<file path="config.mk">
export PLATFORM = sky130hd
export DESIGN_NAME = addsub_nibble_seq_flat
export DESIGN_NICKNAME = d
export VERILOG_FILES = /design/src/rtl/addsub_nibble_seq_if.sv /design/src/rtl/addsub_nibble_seq.sv /design/src/flat_wrapper.sv
export SDC_FILE = /design/constraint.sdc
export NUM_CORES = 1
export LEC_CHECK = 0
export BUFFER_PORTS_ARGS = -buffer_cell sky130_fd_sc_hd__buf_2
export CAP_MARGIN = 20
export CORE_UTILIZATION = 52
export CTS_BUF_LIST = sky130_fd_sc_hd__clkbuf_4
export DETAILED_ROUTE_END_ITERATION = 10
export PLACE_DENSITY = 0.78
export SETUP_SLACK_MARGIN = 0.02
export SYNTH_ARGS = -nofsm -noshare
export SYNTH_HDL_FRONTEND = slang
export SYNTH_SLANG_ARGS = --single-unit
</file>
<file path="constraint.sdc">
create_clock -name clk -period 2.7 [get_ports clk]
set_clock_uncertainty 0.05 [all_clocks]
set_input_delay 0.675 -clock clk [delete_from_list [all_inputs] [get_ports clk]]
set_output_delay 0.675 -clock clk [all_outputs]
set_load 0.03 [all_outputs]
</file>
<file path="src/rtl/addsub_nibble_seq_if.sv">
`default_nettype none
// ============================================================================
//  Module   : addsub_nibble_seq_if
//  Brief    : Start/Ready/Done request bus for the nibble-serial add/sub unit.
//             The master side issues operands, the slave side returns the result.
//  Revision : 1.0 - initial release
// ============================================================================
interface addsub_nibble_seq_if #(
  parameter int NIBBLES = 4
) ();
  logic                   Start;
  logic [4*NIBBLES-1:0]   A;
  logic [4*NIBBLES-1:0]   B;
  logic                   Mode;
  logic                   Ready;
  logic                   Done;
  logic [4*NIBBLES-1:0]   S_D;
  logic                   C_B_out;
  logic                   Ovf;

  modport master (
    output Start, A, B, Mode,
    input  Ready, Done, S_D, C_B_out, Ovf
  );

  modport slave (
    input  Start, A, B, Mode,
    output Ready, Done, S_D, C_B_out, Ovf
  );
endinterface
`default_nettype wire

</file>
<file path="src/rtl/addsub_nibble_seq.sv">
`default_nettype none
// ============================================================================
//  Module   : addsub_nibble_seq
//  Brief    : Wide A+B / A-B computed on a single 4-bit slice, one nibble per
//             clock, LSB first, with the carry/borrow held between nibbles.
//  Revision : 1.0 - initial release
// ============================================================================
module addsub_nibble_seq #(
  parameter int NIBBLES = 4
) (
  input  wire logic          clk,
  input  wire logic          rst,
  addsub_nibble_seq_if.slave bus
);

  localparam int W  = 4 * NIBBLES;
  localparam int IW = (NIBBLES > 1) ? $clog2(NIBBLES) : 1;
  localparam logic [IW-1:0] c_LAST = IW'(NIBBLES - 1);

  localparam logic [1:0] S_IDLE = 2'd0;
  localparam logic [1:0] S_RUN  = 2'd1;
  localparam logic [1:0] S_DONE = 2'd2;

  logic [1:0]    r_state;
  logic [1:0]    w_state_nxt;
  logic [W-1:0]  r_a;
  logic [W-1:0]  r_b;
  logic          r_mode;
  logic [IW-1:0] r_idx;
  logic          r_carry;
  logic [W-1:0]  r_work;
  logic [W-1:0]  r_sd;
  logic          r_cb;
  logic          r_ovf;

  logic          w_last;
  logic [IW+1:0] w_sh;
  logic [W-1:0]  w_a_shr;
  logic [W-1:0]  w_b_shr;
  logic [3:0]    w_a_nib;
  logic [3:0]    w_b_nib;
  logic [4:0]    w_t;
  logic [3:0]    w_low;
  logic          w_c3;
  logic [W-1:0]  w_work_nxt;

  // Slice datapath: select the current nibble, invert B for subtract, add.
  always_comb begin
    w_last     = (r_idx == c_LAST);
    w_sh       = {r_idx, 2'b00};
    w_a_shr    = r_a >> w_sh;
    w_b_shr    = r_b >> w_sh;
    w_a_nib    = w_a_shr[3:0];
    w_b_nib    = w_b_shr[3:0] ^ {4{r_mode}};
    w_t        = {1'b0, w_a_nib} + {1'b0, w_b_nib} + {4'b0000, r_carry};
    // Carry into bit 3 is the carry out of the low three bits.
    w_low      = {1'b0, w_a_nib[2:0]} + {1'b0, w_b_nib[2:0]} + {3'b000, r_carry};
    w_c3       = w_low[3];
    w_work_nxt = r_work | (W'(w_t[3:0]) << w_sh);
  end

  // State register.
  always_ff @(posedge clk) begin
    if (rst) r_state <= S_IDLE;
    else     r_state <= w_state_nxt;
  end

  // Next-state: accept in IDLE, step through nibbles, single DONE cycle.
  always_comb begin
    w_state_nxt = r_state;
    case (r_state)
      S_IDLE:  if (bus.Start) w_state_nxt = S_RUN;
      S_RUN:   if (w_last)    w_state_nxt = S_DONE;
      S_DONE:  w_state_nxt = S_IDLE;
      default: w_state_nxt = S_IDLE;
    endcase
  end

  // Handshake outputs decoded from state.
  always_comb begin
    bus.Ready = (r_state == S_IDLE);
    bus.Done  = (r_state == S_DONE);
  end

  // Operand capture, per-nibble accumulation and result publication.
  always_ff @(posedge clk) begin
    if (rst) begin
      r_a     <= '0;
      r_b     <= '0;
      r_mode  <= 1'b0;
      r_idx   <= '0;
      r_carry <= 1'b0;
      r_work  <= '0;
      r_sd    <= '0;
      r_cb    <= 1'b0;
      r_ovf   <= 1'b0;
    end else begin
      case (r_state)
        S_IDLE: begin
          if (bus.Start) begin
            r_a     <= bus.A;
            r_b     <= bus.B;
            r_mode  <= bus.Mode;
            r_idx   <= '0;
            r_carry <= bus.Mode;
            r_work  <= '0;
          end
        end
        S_RUN: begin
          r_work  <= w_work_nxt;
          r_carry <= w_t[4];
          if (w_last) begin
            r_idx <= '0;
            r_sd  <= w_work_nxt;
            r_cb  <= w_t[4];
            r_ovf <= w_c3 ^ w_t[4];
          end else begin
            r_idx <= r_idx + 1'b1;
          end
        end
        default: ;
      endcase
    end
  end

  // Result outputs hold the last completed operation.
  always_comb begin
    bus.S_D     = r_sd;
    bus.C_B_out = r_cb;
    bus.Ovf     = r_ovf;
  end

endmodule
`default_nettype wire
</file>
<file path="src/flat_wrapper.sv">
// flat-port wrapper written by rule: the top's interface ports become plain ports
module addsub_nibble_seq_flat 
#(
  parameter int NIBBLES = 4
)
  (clk, rst, bus_Start, bus_A, bus_B, bus_Mode, bus_Ready, bus_Done, bus_S_D, bus_C_B_out, bus_Ovf);
  addsub_nibble_seq_if #(.NIBBLES(NIBBLES)) bus_i ();
  input  wire logic clk;
  input  wire logic rst;
  input wire logic [$bits(bus_i.Start)-1:0] bus_Start;
  input wire logic [$bits(bus_i.A)-1:0] bus_A;
  input wire logic [$bits(bus_i.B)-1:0] bus_B;
  input wire logic [$bits(bus_i.Mode)-1:0] bus_Mode;
  output wire logic [$bits(bus_i.Ready)-1:0] bus_Ready;
  output wire logic [$bits(bus_i.Done)-1:0] bus_Done;
  output wire logic [$bits(bus_i.S_D)-1:0] bus_S_D;
  output wire logic [$bits(bus_i.C_B_out)-1:0] bus_C_B_out;
  output wire logic [$bits(bus_i.Ovf)-1:0] bus_Ovf;
  assign bus_i.Start = bus_Start;
  assign bus_i.A = bus_A;
  assign bus_i.B = bus_B;
  assign bus_i.Mode = bus_Mode;
  assign bus_Ready = bus_i.Ready;
  assign bus_Done = bus_i.Done;
  assign bus_S_D = bus_i.S_D;
  assign bus_C_B_out = bus_i.C_B_out;
  assign bus_Ovf = bus_i.Ovf;
  addsub_nibble_seq #(.NIBBLES(NIBBLES)) u_core (.clk(clk), .rst(rst), .bus(bus_i));
endmodule
</file>
Word-level counts from Yosys, hierarchy flattened --
Cells that the tools add are included.
Word-level totals: output and inout port bits 20, logic and storage cells 42, input port bits 36, bits in registers 72
Operators by class: add/subtract/negate cells 5, bitwise logic cells 3, equality and inequality tests 5, shifts and indexed selects 3, multiplexer cells 10, reductions and logical operators 6
Operators by type and width (count):
- case mux 16 bit (2 select lines) | 1
- >> shifter 16 x 4 -> 4 bit | 2
- 2-to-1 mux 16 bit | 1
- bitwise OR 16 bit | 1
- left shift 4 x 4 -> 16 bit | 1
- 2-to-1 mux 2 bit | 4
- case mux 2 bit (2 select lines) | 2
- AND reduction 2 bit | 4
- adder 4 x 4 -> 5 bit | 1
- adder 5 x 1 -> 5 bit | 1
- adder 3 x 3 -> 4 bit | 1
- adder 4 x 1 -> 4 bit | 1
- equality test 2 bit (second input constant) | 2
- XOR 4 bit | 1
- adder 2 x 1 -> 2 bit (second input constant) | 1
- equality test 2 x 1 -> 1 bit (second input constant) | 1
- zero test 2 bit | 1
- != test 2 x 1 -> 1 bit (second input constant) | 1
- != test 2 bit (second input constant) | 1
- case mux 1 bit (2 select lines) | 1
- nonzero test 2 bit | 1
- 2-to-1 mux 1 bit | 1
- XOR 1 bit | 1

Longest topological paths before layout --
Gate-level depths: netlist of run 1.
depth after elaboration 7, mapped depth 11, mapped depth without buffers 9

Worst setup path after synthesis of run 1 --
OpenSTA, ideal clock, no wires.
path kind reg-to-reg, from register u_core.r_idx[0], to register u_core.r_sd[13], in the netlist u_core.bus.S_D[13], arrival time 2.756 ns, path slack -0.238 ns, stages on the path, launching flop included 10, path buffers 2, required time 2.519 ns, clock period less this slack 2.938 ns, library setup time 0.131 ns, path through dfxtp_1 -> buf_2 -> mux4_2 -> xnor2_1 -> fa_1 -> inv_1 -> fa_1 -> clkbuf_1 -> a311oi_1 -> nor3_1
Between the ends: cells in the longest elaborated chain, start to end 6, elaborated cells between the ends (all ways) 9, classes of those cells 2 x add/sub; 1 x eq/ne; 3 x shift; 2 x bitwise; 1 x reduce/logical
RTL lines:
- start: declaration | line addsub_nibble_seq.sv:29 | logic [IW-1:0] r_idx;
- start signal: assignment | line addsub_nibble_seq.sv:118 | r_idx <= r_idx + 1'b1;
- >> shifter 16 x 4 -> 4 bit | line addsub_nibble_seq.sv:52 | w_b_shr = r_b >> w_sh;
- XOR 4 bit | line addsub_nibble_seq.sv:54 | w_b_nib = w_b_shr[3:0] ^ {4{r_mode}};
- adder 4 x 4 -> 5 bit | line addsub_nibble_seq.sv:55 | w_t = {1'b0, w_a_nib} + {1'b0, w_b_nib} + {4'b0000, r_carry};
- adder 5 x 1 -> 5 bit | line addsub_nibble_seq.sv:55
- left shift 4 x 4 -> 16 bit | line addsub_nibble_seq.sv:59 | w_work_nxt = r_work | (W'(w_t[3:0]) << w_sh);
- bitwise OR 16 bit | line addsub_nibble_seq.sv:59
- end signal: assignment | line addsub_nibble_seq.sv:114 | r_sd <= w_work_nxt;
- end: declaration | line addsub_nibble_seq.sv:32 | logic [W-1:0] r_sd;
Several ways; a longest one is shown, not always the timed one. A chain may end at the register's enable or synchronous reset.

Worst setup path in the final report of run 1 --
from register u_core.r_idx[0], to register u_core.r_sd[9], in the netlist u_core.bus.S_D[9]
The elaborated chain is that of the path after synthesis.

==> results.txt, run 1 <==
* Worst-case reg-to-reg path depth: 8
- 0 antenna diodes ended up in the layout.
- The number of antenna violations at the first check in global routing is 0.
- Final core occ: between 60% and 70%
* Power Dens Cells: approximately 610 nW/µm²
* Layout net count: ~450
- Launching element type of the critical path: flop
- In this run, synthesis inferred 0 flip-flops with an integrated enable.
* Critical R2R Launch: u_core.r_idx[0]
- The critical path goes through mux4_2 -> xnor2_2 -> fa_1 -> inv_2 -> fa_2 -> buf_6 -> a21oi_1 -> a211oi_1.
- Hold Path Class: flop to flop
* Via count of the first global-routing pass: 2383
* Crit path arrival time: between 2000 and 3000 ps
- Synth cell types: 34
* Post-route ant nets: 0
* Placement Rows: 27
* Max-slew headroom: 62.4%
- Synthesis handed over a netlist of 355 instances.
- The library cell used most frequently in the layout, excluding fill and tap cells, is sky130_fd_sc_hd__nand2_1.
- Post-detailed-route via-to-cell ratio: 5.49
* Startpoint of the tightest hold check path: u_core.r_a[1]
* Setup repair after global routing missed its margin: true
* Actual slew at the worst max-slew pin: between 500 and 600 ps
- The worst setup path is captured at a flop.
* Share of final-layout standard cells stronger than drive strength 1: a little over a quarter
* Warnings, synthesis: 0
- Global placement routability congestion: around 0.84
- Sum of net half-perimeters after detailed placement: 4790 µm
* Clk pwr share: roughly 34%
* Internal power: ~1700 µW
- The average instance in the mapped netlist occupies around 8.6 µm².
- Total congestion overflow: 0
- Summed over all failing endpoints, the final setup total negative slack is 0 ps.
- Part of the power in registers: roughly 50%
- Count of TritonRoute iterations in the first routing pass: 4
- During placement, the flow inserted port buffers numbering 55.
* Mapped Nets: a little under 400
- The largest single stage delay on the critical path is between 500 and 600 ps.
- Insertion delay of the later-clocked pin in the worst-skew pair: about 410 ps
- The clock period could shrink to ~2600 ps.
- The final route contains roughly 2700 vias.
- The cell area that synthesis handed to floorplanning was around 3100 µm².
* Max-capacitance violation count: 0
- For this run, the leading register cell type out of synthesis is sky130_fd_sc_hd__dfxtp_1.
- The die covers about 6200 µm².
- The first global-routing pass estimated around 11000 µm of wire.
- The design draws 2240 µW.
- The flow ran to the end, and the final reports show no timing, DRC or antenna violations.
* Pins over their slew limit: 0
* Number of ports placed on the die boundary: 56
- For this design the total switching power over the nets is roughly 580 µW.
- Initial core utilization: between 50% and 60%
- Cell chosen for the clock root: sky130_fd_sc_hd__clkbuf_4
- Setup violations remaining at the end of the flow were counted as 0.
- Fill cell count: about 470
- Fraction of power spent switching nets: 25.9%
- From synthesis to final layout, the design area changed by 20.4%.
* Violation count after the first detailed-route iteration: roughly 140
- Peak supply drop: between 0.3 and 0.4 mV
- The number of hold violations in the final report was 0.
- Entering global routing, the biggest net connects 54 pins.
- The slowest stage of the critical path is the sky130_fd_sc_hd__mux4_2 cell.
* Average detailed-routed wire length per instance: 14.0 µm
* Overall Global Routing Usage: between 20% and 30%
- CP required: between 2000 and 3000 ps
- Total core area: approximately 5600 µm²
- Period utilization: a little over nine tenths
- The share of the Yosys chip area taken by registers is a little under half.
* Cts bufs inserted: 9
- Combinational cells account for 15.8% of the total power.
- In this run the vertical extent of the chip is 78.7 µm.
- Post-CTS Hold Fix Bufs: 0
- After synthesis, the share of flip-flops with an asynchronous set or reset is 0%.
* Sinks on the clock net: between 70 and 80
* Worst hold stages: 2
* Crit path kind: flop to flop
- In the routed design, unresolved DRC markers number 0.
- Maximum operating frequency: between 300 and 400 MHz
- Of all nets on the critical path, the largest fanout is 6.
- Leakage: around 0.0015 µW
- After clock tree synthesis, the clock-pin slew on the worst setup and hold paths is 110 ps.
- Cell type with the largest total area after synthesis: sky130_fd_sc_hd__dfxtp_1
* Number of buffers between clock root and the deepest sink: 2
- Of the post-synthesis cell area, the dominant cell type holds 47.2%.
* Horizontal die dimension: 78.7 µm
- Wires add up to approximately 7000 µm.
- Counting flops and latches in the post-synthesis netlist gives 72.
- CTS tree: yes
* Clock H-tree levels: 3
* Launching element of the worst setup path: u_core.r_idx[0]
- Most area-consuming cells after synthesis: sky130_fd_sc_hd__dfxtp_1 (47%), sky130_fd_sc_hd__nand2_1 (9.0%), sky130_fd_sc_hd__a21oi_1 (6.9%), sky130_fd_sc_hd__mux4_2 (5.9%), sky130_fd_sc_hd__nor2_1 (4.5%)
* Top library cells by usage in the layout, fill and taps aside: sky130_fd_sc_hd__nand2_1 (73), sky130_fd_sc_hd__dfxtp_1 (71), sky130_fd_sc_hd__buf_2 (55), sky130_fd_sc_hd__a21oi_1 (41), sky130_fd_sc_hd__nor2_1 (37)
-- cell type report --
type	instances	area, µm²	area share, %
sequential	72	1450	39.3
timing repair buffer	75	449	12.2
clock buffer	12	90.1	2.45
multi-input combinational	249	1520	41.3
clock inverter	4	68.8	1.87
inverter	4	15.0	0.408
tap	72	90.1	2.45
-- flip-flops by register name (all words and copies together) (netlist names) --
register            cells
u_core.r_carry          1
u_core.r_idx            2
u_core.bus.S_D         16
u_core.bus.Ovf          1
u_core.r_work          16
u_core.r_mode           1
u_core.bus.C_B_out      1
u_core.r_state          2
u_core.r_b             16
u_core.r_a             16
-- layer usage --
metal,track usage (%),vias to the layer above,part of all wire [%]
met1,29.0,1240,43
met3,5.12,14,5.6
li1,-,1337,-
met5,0,-,0
met2,39.1,89,49
met4,10.4,0,1.7
-- path summary, 6_finish.rpt --
kind / slack, ps / end
hold reg to reg: 410 / u_core.r_a[1]
setup reg to reg: 80 / u_core.bus.S_D[9]
hold / removal: 410 / u_core.r_a[1]
setup / recovery: 80 / u_core.bus.S_D[9]
-- synthesized netlist by cell type, drive strengths merged (5+ instances only) --
| master | count |
|---|---|
| nand2 | 73 |
| dfxtp | 72 |
| a21oi | 42 |
| nor2 | 37 |
| clkbuf | 20 |
| buf | 10 |
| nand3 | 10 |
| a211oi | 8 |
| a22oi | 8 |
| mux4 | 8 |
| a31oi | 6 |
| o21ai | 6 |
| nand2b | 5 |
| o31ai | 5 |
| xor2 | 5 |
-- power by group through the flow --
stage / combinational, µW / clock [µW] / sequential (µW)
after CTS: 329 / 765 / 1130
after global routing: 389 / 820 / 1130
final: 353 / 758 / 1130
after global placement: 318 / 0 / 1150
after floorplan: 230 / 0 / 1140
after detailed placement: 327 / 0 / 1150
-- through the flow --
| step | area, µm² | std cells | hold slack (ps) | worst slack [ps] |
|---|---|---|---|---|
| 2_1_floorplan | 3070 | 355 | 383 | -6.99 |
| 3_3_place_gp | 3430 | 467 | 392 | 92.2 |
| 3_5_place_dp | 3430 | 467 | 397 | 6.05 |
| 4_1_cts | 3590 | 483 | 412 | 37.9 |
| 5_1_grt | 3680 | 488 | 429 | -28.6 |
| 6_report | 3680 | 488 | 412 | 82.7 |
-- timing repair --
action                     in CTS  in global routing
setup endpoints to repair       1                 21
gates cloned                    0                  0
gates resized for setup         1                 10
pin swaps                       0                  2
buffers inserted                0                  5
-- logic make-up (layout without fill, tap and decap cells) --
| family | Yosys count | in the layout | share of synthesized area (%) |
|---|---|---|---|
| AO/OA/AOI/OAI | 88 | 88 | 18.1 |
| XOR/XNOR | 7 | 7 | 2.01 |
| adder cells (fa/ha/maj) | 6 | 6 | 2.95 |
| buffers and inverters | 34 | 95 | 4.55 |
| flip-flops | 72 | 72 | 47.2 |
| multiplexers | 8 | 8 | 5.90 |
| AND/OR/NAND/NOR | 140 | 140 | 19.3 |
-- worst max-delay path: cells and delay by family, from the launching register on --
kind,cells,cell delay (ps)
compound gates,2,200
buf+inv,2,260
mux,1,520
fa+ha+maj,2,910
xor+xnor,1,160
flops,1,380
Note: power is estimated with default switching activity, not from simulation.
==> run 2, diff against run 1 <==
--- a/config.mk
+++ b/config.mk
@@ -10,7 +10,7 @@
 export CORE_UTILIZATION = 52
 export CTS_BUF_LIST = sky130_fd_sc_hd__clkbuf_4
 export DETAILED_ROUTE_END_ITERATION = 10
-export PLACE_DENSITY = 0.78
+export PLACE_DENSITY_LB_ADDON = 0.08
 export SETUP_SLACK_MARGIN = 0.02
 export SYNTH_ARGS = -nofsm -noshare
 export SYNTH_HDL_FRONTEND = slang
==> run 2 against run 1 <==
Net effect:
- sequential power about the same
- global-route usage shrank 0.33 points
- cell count shrank 1.6%
- final area down 1.4%
- non-clock buffer count shrank 8
- power up 2.8%
- critical path depth up 1
- core utilization decreased by 0.90 points
- fmax up 0.52%
- combinational power is 2% lower
- worst hold slack worse by 2.5 ps
- register-to-register slack is essentially flat
==> results.txt, run 2 (synthesis gave the netlist of run 1 again) <==
- The count of nets left with antenna violations once routing finished came out at 0.
* Layout net count: roughly 450
- The startpoint identified for the worst hold timing path is u_core.r_a[11].
- Internal power comes to around 1700 µW.
- Horizontal die dimension: about 80 µm
* Max-capacitance violation count: 0
* Clock-pin transition on the worst setup and hold timing paths: between 100 and 150 ps
- Across every metal layer, demand over resource in global routing totals between 20 and 25%.
- For the pin with the worst max-slew slack, the measured transition is around 610 ps.
* Critical R2R Launch: u_core.r_idx[0]
* Wire length of the first global-routing pass: between 10000 and 15000 µm
- Top library cells by usage in the layout, fill and taps aside: sky130_fd_sc_hd__nand2_1 (73), sky130_fd_sc_hd__dfxtp_1 (71), sky130_fd_sc_hd__buf_2 (55), sky130_fd_sc_hd__a21oi_1 (41), sky130_fd_sc_hd__nor2_1 (37)
* Leakage: between 0.001 and 0.0015 µW
* Setup repair after global routing missed its margin: true
* Average detailed-routed wire length per instance: about 13 µm
- The clock drives 72 sinks.
- Cells with a size suffix above 1 make up between 20% and 30% of the layout.
- Overall die height: approximately 80 µm
- The share of total power dissipated in sequential elements is about half.
* Maximum operating frequency: 384 MHz
- The library cell used most frequently in the layout, excluding fill and tap cells, is sky130_fd_sc_hd__nand2_1.
- Number of hold violations in the final report: 0
- The flow ran to the end, and the final reports show no timing, DRC or antenna violations.
- CP required: between 2000 and 3000 ps
- Crit path kind: flop to flop
- After detailed routing, the total wire length is between 6000 and 7000 µm.
* Crit path arrival time: ~2800 ps
* Count of TritonRoute iterations in the first routing pass: 4
* Post-detailed-route via-to-cell ratio: about 5.4
- The tightest min-delay check is of the flop to flop type.
* Peak supply drop: roughly 0.35 mV
- Post-synthesis to final-layout area growth: 18.7%
- Counting instances, the worst hold path has a depth of 2.
* Part of the power in combinational logic: between 10% and 20%
- Entering global routing, the biggest net connects 54 pins.
* Global placement routability congestion: 0.776
* Launching element type of the critical path: flop
- Count of input and output buffers: 55
* Switching component of the power: between 500 and 600 µW
* Via count of the first global-routing pass: 2373
* Largest fanout on the critical path: 8
- Antenna violations before repair: 0
- Number of setup violations in the final report: 0
- Insertion delay of the later-clocked pin in the worst-skew pair: slightly above 400 ps
- Sum of net half-perimeters after detailed placement: roughly 4400 µm
- After global routing the overflow that remains totals 0.
* Setup slack, reg-to-reg: just under 100 ps
- The final route contains between 2000 and 3000 vias.
- For this configuration, the core starts out at a cell density of between 50% and 60%.
- Area of the die: 6190 µm²
- In this run the core area contains 27 standard-cell rows.
- The max-slew violation count was 0.
- CTS tree: yes
- The number of clock buffers added by TritonCTS is 9.
- Total core area: 5570 µm²
- Inserted Diodes: 0
- The worst setup path is captured at a flop.
- Fraction of power spent switching nets: ~26%
* Post-CTS Hold Fix Bufs: 0
- Worst Hold End: u_core.r_a[11]
- For this run, design rule violations remaining after detail routing come to 0.
* Cell chosen for the clock root: sky130_fd_sc_hd__clkbuf_4
- Number of buffers between clock root and the deepest sink: 2
- In this run the tightest slew margin relative to its limit is about three fifths.
- For this run, the share of the core covered by cells in the final layout is 65.1%.
* Worst-case reg-to-reg path depth: 9
* Clk pwr share: between 30% and 40%
- Clock H-tree levels: 3
- During I/O placement, the number of pins put on the boundary was 56.
* Period utilization: a little over nine tenths
- In this run the power density over the cells is 635 nW/µm².
- Sum of negative setup slack: 0 ps
* Violation count after the first detailed-route iteration: between 100 and 150
* R2R Path End: u_core.bus.S_D[14]
- The smallest clock period supported by the final layout is computed as 2600 ps.
==> run 2: how the worst max path moves through the flow <==
stage	from	to	slack, ps	depth (start not counted)
floorplan	u_core.r_idx[0]	u_core.bus.S_D[13]	-7	9
global placement	u_core.r_idx[0]	u_core.bus.S_D[13]	30	7
detailed placement	u_core.r_idx[0]	u_core.bus.Ovf	5	9
CTS	u_core.r_idx[0]	u_core.bus.S_D[13]	50	7
global route	u_core.r_idx[0]	u_core.bus.Ovf	-5	9
finish	u_core.r_idx[0]	u_core.bus.S_D[14]	100	9
==> run 2: what timing repair did <==
action | in CTS | in global routing
pin swaps | 0 | 2
gates resized for setup | 2 | 3
setup endpoints to repair | 2 | 9
cloned | 0 | 0
buffers inserted | 0 | 1
==> run 2: area by class of cell <==
type                       count  area, µm²
inverter                       4       15.0
timing repair buffer          67        403
fill                         501       1950
clock inverter                 7        110
multi-input combinational    249       1500
tap                           72       90.1
clock buffer                   9       67.6
sequential                    72       1450
==> run 2: through the flow <==
| stage | std cells | cell area, µm² | power (µW) | setup slack, ps | hold slack, ps |
|---|---|---|---|---|---|
| 2_1_floorplan | 355 | 3070 | 1370 | -6.99 | 383 |
| 3_3_place_gp | 463 | 3410 | 1470 | 32.9 | 391 |
| 3_5_place_dp | 463 | 3410 | 1470 | 5.11 | 397 |
| 4_1_cts | 479 | 3590 | 2300 | 50.9 | 412 |
| 5_1_grt | 480 | 3630 | 2410 | -5.21 | 405 |
| 6_report | 480 | 3630 | 2300 | 96.4 | 410 |
==> run 2: worst max-delay path, stage by stage, from the launching register on <==
cell                       delay (ps)
sky130_fd_sc_hd__dfxtp_4          410
sky130_fd_sc_hd__mux4_2           510
sky130_fd_sc_hd__xnor2_1          200
sky130_fd_sc_hd__fa_1             220
sky130_fd_sc_hd__inv_2             60
sky130_fd_sc_hd__fa_2             370
sky130_fd_sc_hd__xor2_1           170
sky130_fd_sc_hd__buf_4            160
sky130_fd_sc_hd__a311oi_1         260
sky130_fd_sc_hd__nor3_1            70
==> run 2: power groups by stage <==
stage          clock (µW)  combinational, µW  sequential, µW
2_1_floorplan           0                230            1140
3_3_place_gp            0                316            1150
6_report              831                345            1130
3_5_place_dp            0                320            1150
5_1_grt               897                384            1130
4_1_cts               847                325            1130
==> run 2: routing by layer <==
metal	wire length, µm	GRT usage, %
met5	0	0
met4	104	11.3
met3	264	3.84
met2	3110	37.2
met1	2930	30.1
==> run 3, diff against run 2 <==
--- a/config.mk
+++ b/config.mk
@@ -8,7 +8,7 @@
 export BUFFER_PORTS_ARGS = -buffer_cell sky130_fd_sc_hd__buf_2
 export CAP_MARGIN = 20
 export CORE_UTILIZATION = 52
-export CTS_BUF_LIST = sky130_fd_sc_hd__clkbuf_4
+export CTS_BUF_LIST = sky130_fd_sc_hd__clkbuf_8
 export DETAILED_ROUTE_END_ITERATION = 10
 export PLACE_DENSITY_LB_ADDON = 0.08
 export SETUP_SLACK_MARGIN = 0.02
==> run 3 against run 2 <==
Net effect:
- register-to-register slack lost 30 ps
- largest cell class unchanged
- final area up 1.7%
- via count decreased by 0.31%
- largest power group unchanged
- critical path type unchanged
==> results.txt, run 3 (synthesis gave the netlist of run 1 again) <==
* Post-detailed-route via-to-cell ratio: ~5.4
- CTS tree: yes
- For the pin with the worst max-slew slack, the measured transition is slightly above 600 ps.
- Across every metal layer, demand over resource in global routing totals 23.8%.
* Post-route ant nets: 0
* Placed instance count: approximately 460
- The repair_antennas step left the layout with diodes totalling 0.
* Total congestion overflow: 0
- The clock tree synthesis step divided the H-tree into 3 levels.
- Leakage: around 0.0015 µW
- During placement, the flow inserted port buffers numbering between 50 and 60.
- Across the run, the number of max-cap violations was 0.
- Final non-filler cell area: ~3700 µm²
- Sinks on the clock net: between 70 and 80
- Period utilization: 97.7%
* Insertion delay of the later-clocked pin in the worst-skew pair: between 300 and 400 ps
- Before CTS, the worst setup slack after placement is about 5.1 ps.
- Layout net count: 444
- Status: finished clean
* Largest fanout on the critical path: 8
- Area of the die: 6190 µm²
- STA classifies the critical path endpoint as a flop.
- Of the cells placed in the final design, the portion with a size suffix greater than 1 is between 20% and 30%.
- Number of ports placed on the die boundary: 56
- Wire length of the first global-routing pass: 11300 µm
- Violation count after the first detailed-route iteration: between 150 and 200
* Max-slew headroom: between 50% and 60%
- In this run the core area contains 27 standard-cell rows.
* Maximum operating frequency: about 380 MHz
* Post-CTS Hold Fix Bufs: 0
- Leaving out fill and tap cells, the most frequent cell in the layout is sky130_fd_sc_hd__nand2_1.
- Cell chosen for the clock root: sky130_fd_sc_hd__clkbuf_8
- The worst-case IR drop observed on VDD is a little under 0.5 mV.
- The max-slew violation count was 0.
- Wire length after detailed routing: roughly 6600 µm
- Crit path max-delay family: adder cells
- Post-layout instance count excluding filler cells: 479
- Horizontal die dimension: approximately 79 µm
- The worst setup path is launched from a flop.
* DRC: 0
- Dividing the detail-routed wire length by the instance count gives approximately 14 µm.
* Slack of the critical path: between 60 and 70 ps
* Placed inst area: between 3000 and 4000 µm²
* Clock-pin transition on the worst setup and hold timing paths: ~80 ps
* Cts bufs inserted: 9
* Final worst path period need: approximately 2600 ps
* Antenna violations before repair: 0
- Initial core utilization: a little over half
- Counting both buffers and inverters, the worst setup path holds a total of 1.
- On the worst path, the slowest cell contributes a delay of a little over 500 ps.
* Number of setup violations in the final report: 0
* Worst-path cell chain: mux4_2 -> xnor2_1 -> fa_1 -> inv_2 -> fa_2 -> a311oi_2 -> nor3_1
- Via count of the first global-routing pass: 2424
- Measured along the y axis, the die boundary spans 78.7 µm.
* Crit path arrival time: 2800 ps
- The pre-antenna-repair detailed-routing pass consisted of 4 iterations.
- Sum of net half-perimeters after detailed placement: approximately 4400 µm
- Dividing total power by cell area gives a power density of just under 700 nW/µm².
* Setup repair after global routing missed its margin: true
* Maximum number of pins on one net before global-route repair: 54
- Final core occ: 66.2%
- PnR Total Power: 2520 µW
* CP required: around 2900 ps
- Top library cells by usage in the layout, fill and taps aside: sky130_fd_sc_hd__nand2_1 (73), sky130_fd_sc_hd__dfxtp_1 (71), sky130_fd_sc_hd__buf_2 (55), sky130_fd_sc_hd__a21oi_1 (41), sky130_fd_sc_hd__nor2_1 (37)
* Slowest CP cell: sky130_fd_sc_hd__mux4_2
- Global placement routability congestion: approximately 0.78
* Crit path kind: flop to flop
- Via count of the routed design: between 2000 and 3000
- In this run the deepest clock path goes through 2 buffers.
* Post-synthesis to final-layout area growth: 20.8%
* Fill cell count: between 400 and 500
- Total core area: 5570 µm²
- The number of hold violations in the final report came to 0.
- Hold Path Class: flop to flop
-- run 3: layout make-up --
| class | instances | area, µm² | share of cell area, % |
|---|---|---|---|
| clock inverters | 5 | 103 | 2.78 |
| well taps | 72 | 90.1 | 2.44 |
| inverters | 4 | 15.0 | 0.407 |
| flip-flops and latches | 72 | 1450 | 39.2 |
| clock buffers | 11 | 151 | 4.10 |
| multi-input cells | 249 | 1500 | 40.7 |
| repair buffers | 66 | 383 | 10.4 |
-- run 3: where the power goes --
group | total, µW | switching [µW] | internal, µW | leakage [µW]
registers | 1130 | 25.3 | 1100 | 0.000587
clock network | 1060 | 401 | 663 | 0.000126
logic | 330 | 193 | 137 | 0.000787
total | 2520 | 619 | 1900 | 0.00150
-- run 3: layer usage --
layer	part of all wire [%]	up-vias	track usage, %
met5	0	-	0
met2	49	73	37.8
li1	-	1317	-
met3	4.7	7	6.51
met1	46	1186	30.5
met4	0.93	0	9.07
-- run 3: path summary, 6_finish.rpt --
check | start | cells after the start | end | slack, ps
setup / recovery | u_core.r_idx[0] | 7 | u_core.bus.S_D[13] | 60
hold / removal | u_core.r_a[11] | 2 | u_core.r_a[11] | 410
setup reg to reg | u_core.r_idx[0] | 7 | u_core.bus.S_D[13] | 60
hold reg to reg | u_core.r_a[11] | 2 | u_core.r_a[11] | 410
-- run 3: timing repair --
| item | in CTS | in global routing |
|---|---|---|
| endpoints found under the setup margin | 2 | 8 |
| buffers inserted | 0 | 0 |
| resized for setup | 2 | 4 |
-- run 3: metrics by stage --
stage	TNS, ps	hold slack, ps
3_3_place_gp	0	391
2_1_floorplan	-6.99	383
6_report	0	407
4_1_cts	0	407
5_1_grt	0	436
3_5_place_dp	0	397
-- run 3: worst register-to-register path, stage by stage (launching register included) --
cell	delay [ps]
sky130_fd_sc_hd__dfxtp_4	390
sky130_fd_sc_hd__mux4_2	510
sky130_fd_sc_hd__xnor2_1	160
sky130_fd_sc_hd__fa_1	420
sky130_fd_sc_hd__inv_2	100
sky130_fd_sc_hd__fa_2	510
sky130_fd_sc_hd__a311oi_2	290
sky130_fd_sc_hd__nor3_1	70
